$ cat config.mk
export PLATFORM = sky130hd
export DESIGN_NAME = coriolis_ker1_subker1_buf1
export DESIGN_NICKNAME = d
export VERILOG_FILES = /design/src/rtl/coriolis_ker1_subker1_buf1.sv
export SDC_FILE = /design/constraint.sdc
export NUM_CORES = 1
export LEC_CHECK = 0
export ABC_AREA = 1
export ABC_CLOCK_PERIOD_IN_PS = 3200
export CORE_MARGIN = 2
export CORE_UTILIZATION = 50
export CTS_CLUSTER_SIZE = 16
export DETAILED_ROUTE_END_ITERATION = 12
export MAX_ROUTING_LAYER = met4
export PLACE_DENSITY = 0.74
export SLEW_MARGIN = 20
export SYNTH_ARGS = -nofsm -noshare
export SYNTH_HDL_FRONTEND = slang
export SYNTH_SLANG_ARGS = --single-unit
$ cat constraint.sdc
create_clock -name clk -period 3.2 [get_ports clk]
set_input_delay 0.96 -clock clk [delete_from_list [all_inputs] [get_ports clk]]
set_output_delay 0.96 -clock clk [all_outputs]
set_load 0.1 [all_outputs]
$ cat src/rtl/coriolis_ker1_subker1_buf1.sv
// Elastic first-word-fall-through buffer behind the mul1 FP multiplier.
// It keeps sticky infinity/NaN flags for every accepted FloPoCo word.
module coriolis_ker1_subker1_buf1 #(
   parameter int STREAMW = 34,
   parameter int DEPTH   = 4,
   parameter int AW      = 2
) (
   input  logic               clk,
   input  logic               rst,
   input  logic               ivalid_in1_s0,
   input  logic [STREAMW-1:0] in1_s0,
   output logic               iready,
   output logic               ovalid,
   output logic [STREAMW-1:0] out1_s0,
   input  logic               oready,
   output logic [AW:0]        fill,
   output logic               exc_inf,
   output logic               exc_nan
);

   localparam logic [AW:0]   FILL_FULL = (AW+1)'(DEPTH);
   localparam logic [AW:0]   FILL_ONE  = (AW+1)'(1);
   localparam logic [AW-1:0] PTR_ONE   = AW'(1);

   logic [STREAMW-1:0] mem [DEPTH];
   logic [AW-1:0]      wr_ptr;
   logic [AW-1:0]      rd_ptr;
   logic               push;
   logic               pop;
   logic [AW:0]        fill_next;
   logic [1:0]         exc_field;

   assign push      = ivalid_in1_s0 & iready;
   assign pop       = ovalid & oready;
   assign ovalid    = (fill != '0);
   assign out1_s0   = mem[rd_ptr];
   assign exc_field = in1_s0[STREAMW-1 -: 2];

   always_comb begin
      fill_next = fill;
      if (push && !pop)
         fill_next = fill + FILL_ONE;
      else if (!push && pop)
         fill_next = fill - FILL_ONE;
   end

   // Storage is never reset; contents are don't-care until written.
   always_ff @(posedge clk) begin
      if (push)
         mem[wr_ptr] <= in1_s0;
   end

   // iready is a register of the next occupancy, so oready never reaches it combinationally.
   always_ff @(posedge clk or negedge rst) begin
      if (!rst) begin
         wr_ptr  <= '0;
         rd_ptr  <= '0;
         fill    <= '0;
         iready  <= 1'b1;
         exc_inf <= 1'b0;
         exc_nan <= 1'b0;
      end else begin
         if (push)
            wr_ptr <= wr_ptr + PTR_ONE;
         if (pop)
            rd_ptr <= rd_ptr + PTR_ONE;
         fill   <= fill_next;
         iready <= (fill_next != FILL_FULL);
         if (push && exc_field == 2'b10)
            exc_inf <= 1'b1;
         if (push && exc_field == 2'b11)
            exc_nan <= 1'b1;
      end
   end

endmodule

After elaboration in Yosys (flattened, before gate mapping)
Memory sizes are Yosys's and may differ from the RTL's.
Index checks and enable logic that the tools add are counted.
W data, S select, Z words.

word-level totals
  bits in registers = 10
  memory bits (writable) = 136
  bits of input ports = 38
  output and inout port bits = 41
  logic and storage cells = 27
  memories kept = 1

memories
  memory  words  width  rd ports  clocked after Yosys merged registers in  wr ports  RTL line  source
  mem     4      34     1         0                                        1         25        logic [STREAMW-1:0] mem [DEPTH];

operators by class
  add/subtract/negate cells = 4
  eq/ne operators = 3
  multiplexer cells = 4
  bitwise gates (word level) = 2
  reductions and logical operators = 7

operators by type and width
  operator               number
  $mux W3                2
  $add A2 B1 Y2 const B  2
  $eq A2 B2 Y1 const B   2
  $logic_and A1 B1 Y1    4
  $add A3 B1 Y3 const B  1
  $ne A3 B3 Y1 const B   1
  $reduce_bool A3 Y1     1
  $sub A3 B1 Y3 const B  1
  $and A1 B1 Y1          2
  $logic_not A1 Y1       2
  $mux W1                2

Depth between registers and ports, before layout
Gate-level depths: netlist of the first run.

  word-level depth = 6
  gate-level depth with buffers = 10
  depth with buffers taken out = 10

Worst setup path before layout of the first run
OpenSTA, ideal clock, no wires.

  kind = register -> output
  start point = reg rd_ptr[0]
  end point = out out1_s0[10]
  arrival time = 2260 ps
  required time = 2240 ps
  slack = -20 ps
  stages on the path, launching flop included = 7
  path buffers = 3
  cells stage by stage = dfrtp_1 buf_6 inv_4 buf_6 buf_6 nor2_1 o22ai_1

between the ends
  cells in the longest elaborated chain, start to end = 1

RTL lines
  item                    RTL line  source
  from (decl)             27        logic [AW-1:0] rd_ptr;
  from (signal assigned)  66        rd_ptr <= rd_ptr + PTR_ONE;
  $mem_v2 Z4 W34          -
  to (decl)               14        output logic [STREAMW-1:0] out1_s0,

Every way passes these cells.

Worst setup path after layout of the first run
  start point = reg rd_ptr[0]
  end point = out out1_s0[1]

Same word-level chain as after synthesis.

==> results of run 1 <==
[routing by layer]
metal  global-route usage [%]  part of all wire, %  wire length, um  up-vias
met5                        -                    0                0        -
met4                     6.07                 0.85               96        0
met3                     5.64                  5.7              643        9
met2                     33.8                   51             5810      111
met1                     25.8                   42             4740     1725
li1                         -                    -                -     1636
[synth_stat cells (3+ instances only)]
| master | instances |
|---|---|
| sky130_fd_sc_hd__inv_2 | 3 |
| sky130_fd_sc_hd__o21ai_0 | 64 |
| sky130_fd_sc_hd__nand2_2 | 5 |
| sky130_fd_sc_hd__buf_2 | 14 |
| sky130_fd_sc_hd__o22ai_1 | 34 |
| sky130_fd_sc_hd__dfrtp_1 | 9 |
| sky130_fd_sc_hd__ha_1 | 7 |
| sky130_fd_sc_hd__nand2_4 | 3 |
| sky130_fd_sc_hd__o21ai_1 | 5 |
| sky130_fd_sc_hd__nor2_1 | 73 |
| sky130_fd_sc_hd__nand3_1 | 4 |
| sky130_fd_sc_hd__edfxtp_1 | 136 |
| sky130_fd_sc_hd__inv_1 | 10 |
| sky130_fd_sc_hd__buf_6 | 3 |
| sky130_fd_sc_hd__nand2_1 | 9 |
[final cells by class]
cell class | instances | area share, %
clock buffer | 20 | 6.11
clock inverter | 12 | 2.01
inverter | 14 | 0.720
multi-input combinational | 214 | 16.5
sequential | 146 | 56.7
tap | 140 | 2.29
timing repair buffer | 88 | 15.6
[registers in the layout, indices dropped and copies added (netlist names)]
name and flops:
mem 136, fill 3, rd_ptr 2, wr_ptr 2
exc_inf 1, exc_nan 1, iready 1
[placed cells by master, fill, tap and decap left out, types with 2 or more instances in the layout]
cell type,synthesis,routed
sky130_fd_sc_hd__a31o_2,2,2
sky130_fd_sc_hd__o21ai_1,5,5
sky130_fd_sc_hd__clkdlybuf4s50_1,0,37
sky130_fd_sc_hd__nor2_2,2,2
sky130_fd_sc_hd__dfrtp_1,9,8
sky130_fd_sc_hd__nand3_1,4,4
sky130_fd_sc_hd__buf_4,2,16
sky130_fd_sc_hd__bufinv_16,0,3
sky130_fd_sc_hd__o22ai_1,34,15
sky130_fd_sc_hd__clkinv_2,0,3
sky130_fd_sc_hd__ha_1,7,7
sky130_fd_sc_hd__xor2_1,2,2
sky130_fd_sc_hd__buf_12,0,35
sky130_fd_sc_hd__clkbuf_8,0,3
sky130_fd_sc_hd__clkbuf_16,0,17
sky130_fd_sc_hd__o21ai_0,64,64
sky130_fd_sc_hd__nand2_2,5,5
sky130_fd_sc_hd__nor2_1,73,69
sky130_fd_sc_hd__inv_6,0,2
sky130_fd_sc_hd__clkinvlp_4,0,3
sky130_fd_sc_hd__nand2_4,3,3
sky130_fd_sc_hd__inv_1,10,10
sky130_fd_sc_hd__edfxtp_1,136,136
sky130_fd_sc_hd__nor2_4,0,4
sky130_fd_sc_hd__inv_2,3,3
sky130_fd_sc_hd__nand2_1,9,9
sky130_fd_sc_hd__o22ai_2,0,19
[final timing paths]
kind                                  startpoint                     to  slack, ns  cells past startpoint
max in group asynchronous                    rst  rd_ptr[0]$_DFFE_PN0P_       1.96                      1
max reg2reg                     iready$_DFF_PN1_    mem[3][0]$_DFFE_PP_       1.60                      3
min in group asynchronous                    rst      fill[0]$_DFF_PN0_       0.88                      1
min                          exc_inf$_DFFE_PN0P_    exc_inf$_DFFE_PN0P_       0.51                      1
max                        rd_ptr[0]$_DFFE_PN0P_             out1_s0[1]       0.23                      4
min reg2reg                  exc_inf$_DFFE_PN0P_    exc_inf$_DFFE_PN0P_       0.51                      1
[stage by stage]
stage	utilization, %	setup slack (ns)	hold slack, ns	instance area [um2]	cells
after global routing	69.9	0.0574	0.529	7640	634
after CTS	69.9	0.192	0.511	7640	634
after floorplan	-	0.0000533	0.580	5750	395
after global placement	64.2	0.689	0.489	7020	602
final	69.9	0.228	0.515	7640	634
after detailed placement	64.2	0.655	0.486	7020	602
[cells by family (layout without fill, tap and decap cells)]
kind of cell,after synthesis,after routing
compound gates,106,106
xor+xnor,2,2
fa+ha+maj,7,7
buf+inv,35,134
flops,146,146
simple gates,99,99
==> results.rst, run 1 <==
.. list-table::
   :header-rows: 1

   * - Metric
     - Value
   * - Status
     - finished, final reports clean
   * - Element type at the critical path start
     - flip-flop
   * - Antenna violation net count after detailed routing
     - 0
   * - Fraction of the mapped netlist area in simple logic gates
     - 7.62%
   * - Global router's overall resource usage
     - 20.8%
   * - Number of setup violations in the final report
     - 0
   * - Worst setup path class
     - reg -> out
   * - Final clock skew
     - 0.00883 ns
   * - Core area
     - around 0.011 mm2
   * - Min-delay worst type
     - reg -> reg
   * - Synth area leader
     - sky130_fd_sc_hd__edfxtp_1
   * - EDFF count, synth
     - 136
   * - Number of diodes added for antenna fixing
     - 0
   * - Total negative slack
     - 0 ns
   * - Number of max-cap violations
     - 0
   * - Synthesized flop and latch total
     - approximately 150
   * - Max incr delay on CP
     - 0.48 ns
   * - Seq. cell area
     - roughly 0.0043 mm2
   * - Multiplexer fraction of the synthesized cell area
     - 0%
   * - Xor-xnor portion of the synthesized cell area
     - 0.311%
   * - Setup repair after global routing missed its margin
     - false
   * - Post-CTS setup repair buffer count
     - 0
   * - Cells after synthesis
     - 395
   * - Share of Yosys cell area claimed by the top area cell type
     - 72.5%
   * - Buffers and inverters on the worst path
     - 2
   * - Top-level port count
     - a little under 80
   * - Share of cells above drive strength 1
     - 25.3%
   * - Routed vias
     - 3481
   * - Antenna violations before repair
     - 0
   * - Number of global-route vias before repair
     - 3532
   * - Mapped Nets
     - 440
   * - Clock sink total
     - 146
   * - FILL cells
     - 723
   * - Clock insertion delay at the later pin of the skew report
     - 0.41 ns
   * - Final critical-path required period
     - 2.97 ns
   * - Htree depth
     - 4
   * - Signal arrival time at the worst endpoint
     - 2.01 ns
   * - Endpoint required time on the critical path
     - 2.24 ns
   * - Most common flop cell mapped by yosys
     - sky130_fd_sc_hd__edfxtp_1
   * - DR WL/cell
     - 17.8 um
   * - Total of warnings raised by yosys
     - 0
   * - Family with the most delay on the worst path
     - buffers and inverters
   * - Routability-driven placement congestion ratio
     - 0.739
   * - Final count of hold timing violations
     - 0
   * - Die outline height
     - around 110 um
   * - Die ar.
     - 0.0121 mm2
   * - Hold_buf cts
     - 0
   * - Adder-Cell Fraction of Synth Area
     - between 1.5 and 2%
   * - CP cell instances
     - inv_4 -> o21ai_0 -> o22ai_1 -> buf_12
   * - Share of the synthesized area in compound gates (AO/OA/AOI/OAI)
     - 10.3%
   * - First-pass GRT wire length
     - 17.7 mm
   * - Top cells by area, synth
     - sky130_fd_sc_hd__edfxtp_1, sky130_fd_sc_hd__o21ai_0, sky130_fd_sc_hd__nor2_1
   * - Die span in x
     - 110 um
   * - Clock tree from TritonCTS
     - done
   * - Drc violations
     - 0
   * - Layout net count
     - 526
   * - DR iter-0 viols
     - between 200 and 250
   * - Maximum buffer depth of the clock tree
     - 2
   * - Placement Rows
     - 38
   * - Synth cell types
     - 26
   * - Synth-to-Final Area Change
     - 35.6%
   * - Synthesized cell area
     - 0.00563 mm2
   * - Proportion of synthesized flip-flops having asynchronous set or reset
     - under 10%
   * - Largest fanout on the critical path
     - 69
   * - Starting density of the core
     - 51.5%
   * - Seq/Total Area, Yosys
     - between 70% and 80%
   * - Estimated wirelength of the detail-placed design
     - between 6 and 7 mm
   * - Peak clock frequency supported by timing
     - 0.336 GHz
   * - Capturing element type of the critical path
     - output pin
   * - Total wire length after detailed routing
     - 11.3 mm
   * - Final Max Slew Viols
     - 0
   * - Share of the cycle needed by the critical path after routing
     - 92.9%
   * - Port buffer count
     - 78
   * - Pin count of the biggest net entering global routing
     - 70
   * - Vias per inst
     - 5.49
   * - Main combinational cell family by area after synthesis
     - compound AO/OA/AOI/OAI gates
   * - Register clock-pin slew on the reported worst setup and hold paths
     - 0.06 ns
   * - Number of clock buffers inserted by TritonCTS
     - 17
   * - Total area of multi-input combinational cells
     - between 0.001 and 0.0015 mm2
   * - Remaining max-slew budget at the tightest pin
     - 56.5%
   * - First-pass iteration count of the detailed router
     - 4
   * - Slew of the pin with the lowest slew margin
     - 0.653 ns
   * - Sum of overflow across all layers after global routing
     - 0
   * - Average cell area after synthesis
     - 14.3 um2
   * - Post-CTS Resized
     - 0
   * - Slowest cell on crit path
     - sky130_fd_sc_hd__inv_4
   * - Clock tree root driver cell
     - sky130_fd_sc_hd__clkbuf_16
Power of run 1 is not shown: default switching activity piles up to over one toggle a cycle in this logic, so the estimate is an artifact.
==> run 2, diff against run 1 <==
GPL_TIMING_DRIVEN = 0   (was default)
==> run 2 against run 1 <==
  * Cell count increased by 2.4%
  * Sequential share of layout area grew 2.1 points
  * Core utilization shrank 2.6 points
  * Routed wire length grew 4.1%
==> results.rst, run 2 (synthesized netlist as in run 1, its figures left out) <==
.. list-table::
   :header-rows: 1

   * - Metric
     - Value
   * - Layout net count
     - 541
   * - Antenna violations before repair
     - 0
   * - Total wire length after detailed routing
     - 11.8 mm
   * - Slowest cell on crit path
     - sky130_fd_sc_hd__clkdlybuf4s18_2
   * - Number of max-cap violations
     - 0
   * - Final critical-path required period
     - 3.08 ns
   * - Die ar.
     - 0.0121 mm2
   * - Htree depth
     - 4
   * - Registers with the most flip-flops
     - mem: 136 flops, fill: 3 flops
   * - Length in cells of the worst reg-to-reg path
     - 3
   * - DR WL/cell
     - 18.1 um
   * - Remaining max-slew budget at the tightest pin
     - approximately a third
   * - Vias per inst
     - 5.42
   * - Min-delay worst type
     - reg -> reg
   * - Global router's overall resource usage
     - 21.9%
   * - Core area
     - 0.0109 mm2
   * - Final Max Slew Viols
     - 0
   * - Clock insertion delay at the later pin of the skew report
     - ~0.4 ns
   * - Drc violations
     - 0
   * - Peak clock frequency supported by timing
     - 0.324 GHz
   * - Number of flip-flops in the largest register
     - 136
   * - Final clock skew
     - 0.00884 ns
   * - Pre-CTS worst setup slack
     - -0.0792 ns
   * - Cell total after placement
     - 617
   * - Clock sink total
     - 146
   * - Number of diodes added for antenna fixing
     - 0
   * - Worst setup path class
     - reg -> out
   * - Number of clock buffers inserted by TritonCTS
     - 17
   * - Setup repair after global routing missed its margin
     - false
   * - Share of the cycle needed by the critical path after routing
     - 96.4%
   * - Capturing element type of the critical path
     - output pin
   * - Top-level port count
     - between 70 and 80
   * - Antenna violation net count after detailed routing
     - 0
   * - Commonest cells after routing, fill and taps aside
     - sky130_fd_sc_hd__edfxtp_1, sky130_fd_sc_hd__nor2_1, sky130_fd_sc_hd__o21ai_0
   * - Die outline height
     - 110 um
   * - Status
     - finished, final reports clean
   * - Pin count of the biggest net entering global routing
     - 23
   * - Crit path launch
     - rd_ptr[1]$_DFFE_PN0P_
   * - Routability-driven placement congestion ratio
     - 0.763
   * - Slew of the pin with the lowest slew margin
     - between 0.9 and 1 ns
   * - Register ranked first by flip-flop count
     - mem
   * - Clock tree root driver cell
     - sky130_fd_sc_hd__clkbuf_16
   * - First-pass iteration count of the detailed router
     - 4
   * - Capture point of the worst path
     - out1_s0[19]
   * - Routed vias
     - 3520
   * - Element type at the critical path start
     - flip-flop
   * - CP cell instances
     - inv_2 -> buf_2 -> o21ai_1 -> o22ai_1 -> clkdlybuf4s18_2
   * - Number of global-route vias before repair
     - ~3600
   * - Largest fanout on the critical path
     - 10
   * - DR iter-0 viols
     - 318
   * - Register clock-pin slew on the reported worst setup and hold paths
     - 0.06 ns
   * - Number of setup violations in the final report
     - 0
   * - Placement Rows
     - 38
   * - First-pass GRT wire length
     - 18.5 mm
   * - Reg-to-Reg End
     - mem[2][8]$_DFFE_PP_
   * - Setup slack after layout
     - 0.116 ns
   * - Sum of overflow across all layers after global routing
     - 0
   * - Die span in x
     - 110 um
   * - Signal arrival time at the worst endpoint
     - about 2.1 ns
   * - Reg2Reg Launch Point
     - iready$_DFF_PN1_
   * - Worst reg-to-reg setup slack
     - 1.38 ns
   * - Starting density of the core
     - 51.5%
   * - Estimated wirelength of the detail-placed design
     - approximately 7.5 mm
   * - Synth-to-Final Area Change
     - 30.7%
   * - Final count of hold timing violations
     - 0
   * - Finished Layout Cells
     - 649
   * - Endpoint required time on the critical path
     - 2.24 ns
   * - Hold_buf cts
     - 0
   * - Port buffer count
     - 78
   * - Max incr delay on CP
     - ~0.57 ns
   * - Clock tree from TritonCTS
     - done
   * - Share of cells above drive strength 1
     - about a quarter
   * - Most common cell after layout, fill and taps aside
     - sky130_fd_sc_hd__edfxtp_1
   * - Maximum buffer depth of the clock tree
     - 2
-- run 2: cell count changes in the layout (fill, tap and decap cells not counted), moves of 6 or more --
| cell | before | now |
|---|---|---|
| sky130_fd_sc_hd__buf_4 | 16 | 2 |
| sky130_fd_sc_hd__clkdlybuf4s50_1 | 37 | 43 |
| sky130_fd_sc_hd__clkdlybuf4s18_2 | 0 | 10 |
| sky130_fd_sc_hd__buf_12 | 35 | 1 |
| sky130_fd_sc_hd__buf_2 | 0 | 25 |
| sky130_fd_sc_hd__clkdlybuf4s15_2 | 0 | 13 |
-- run 2: cell type report --
type,instances,area [um2]
inverters,14,55.1
repair buffers,82,843
clock buffers,18,429
multi-input cells,214,1260
fillers,791,3570
clock inverters,14,131
plain buffers,21,129
well taps,140,175
flip-flops and latches,146,4340
-- run 2: per-layer routing --
layer	part of all wire [%]	wire, um	GRT usage, %
met2	51	6050	35.0
met1	41	4860	27.5
met5	0	0	-
met4	1.0	121	8.48
met3	6.2	727	4.88
-- run 2: critical path, delay by kind of cell, from the launching register on --
kind / cells / cell delay (ns)
compound gates: 2 / 0.25
buf+inv: 3 / 0.99
flops: 1 / 0.48
-- run 2: timing repair --
action | 4_1_cts | 5_1_grt
setup endpoints to repair | 35 | 21
setup buffers | 0 | 0
resized for setup | 103 | 32
-- run 2: worst min-delay path by stage --
stage,endpoint,cells after the start,startpoint
finish,exc_inf$_DFFE_PN0P_,1,exc_inf$_DFFE_PN0P_
global route,exc_inf$_DFFE_PN0P_,1,exc_inf$_DFFE_PN0P_
CTS,exc_nan$_DFFE_PN0P_,1,exc_nan$_DFFE_PN0P_
detailed placement,exc_nan$_DFFE_PN0P_,1,exc_nan$_DFFE_PN0P_
global placement,exc_inf$_DFFE_PN0P_,1,exc_inf$_DFFE_PN0P_
floorplan,wr_ptr[1]$_DFFE_PN0P_,2,wr_ptr[1]$_DFFE_PN0P_
-- run 2: metrics by stage --
stage | cell area [um2] | hold slack, ns | TNS (ns) | util (%)
3_5_place_dp | 6840 | 0.461 | -0.855 | 62.6
6_report | 7360 | 0.476 | 0 | 67.3
3_3_place_gp | 6710 | 0.461 | -176.50 | 61.4
4_1_cts | 7440 | 0.480 | 0 | 68.1
5_1_grt | 7360 | 0.494 | 0 | 67.3
2_1_floorplan | 5750 | 0.580 | 0 | -
Power of run 2 is left out for the same reason.
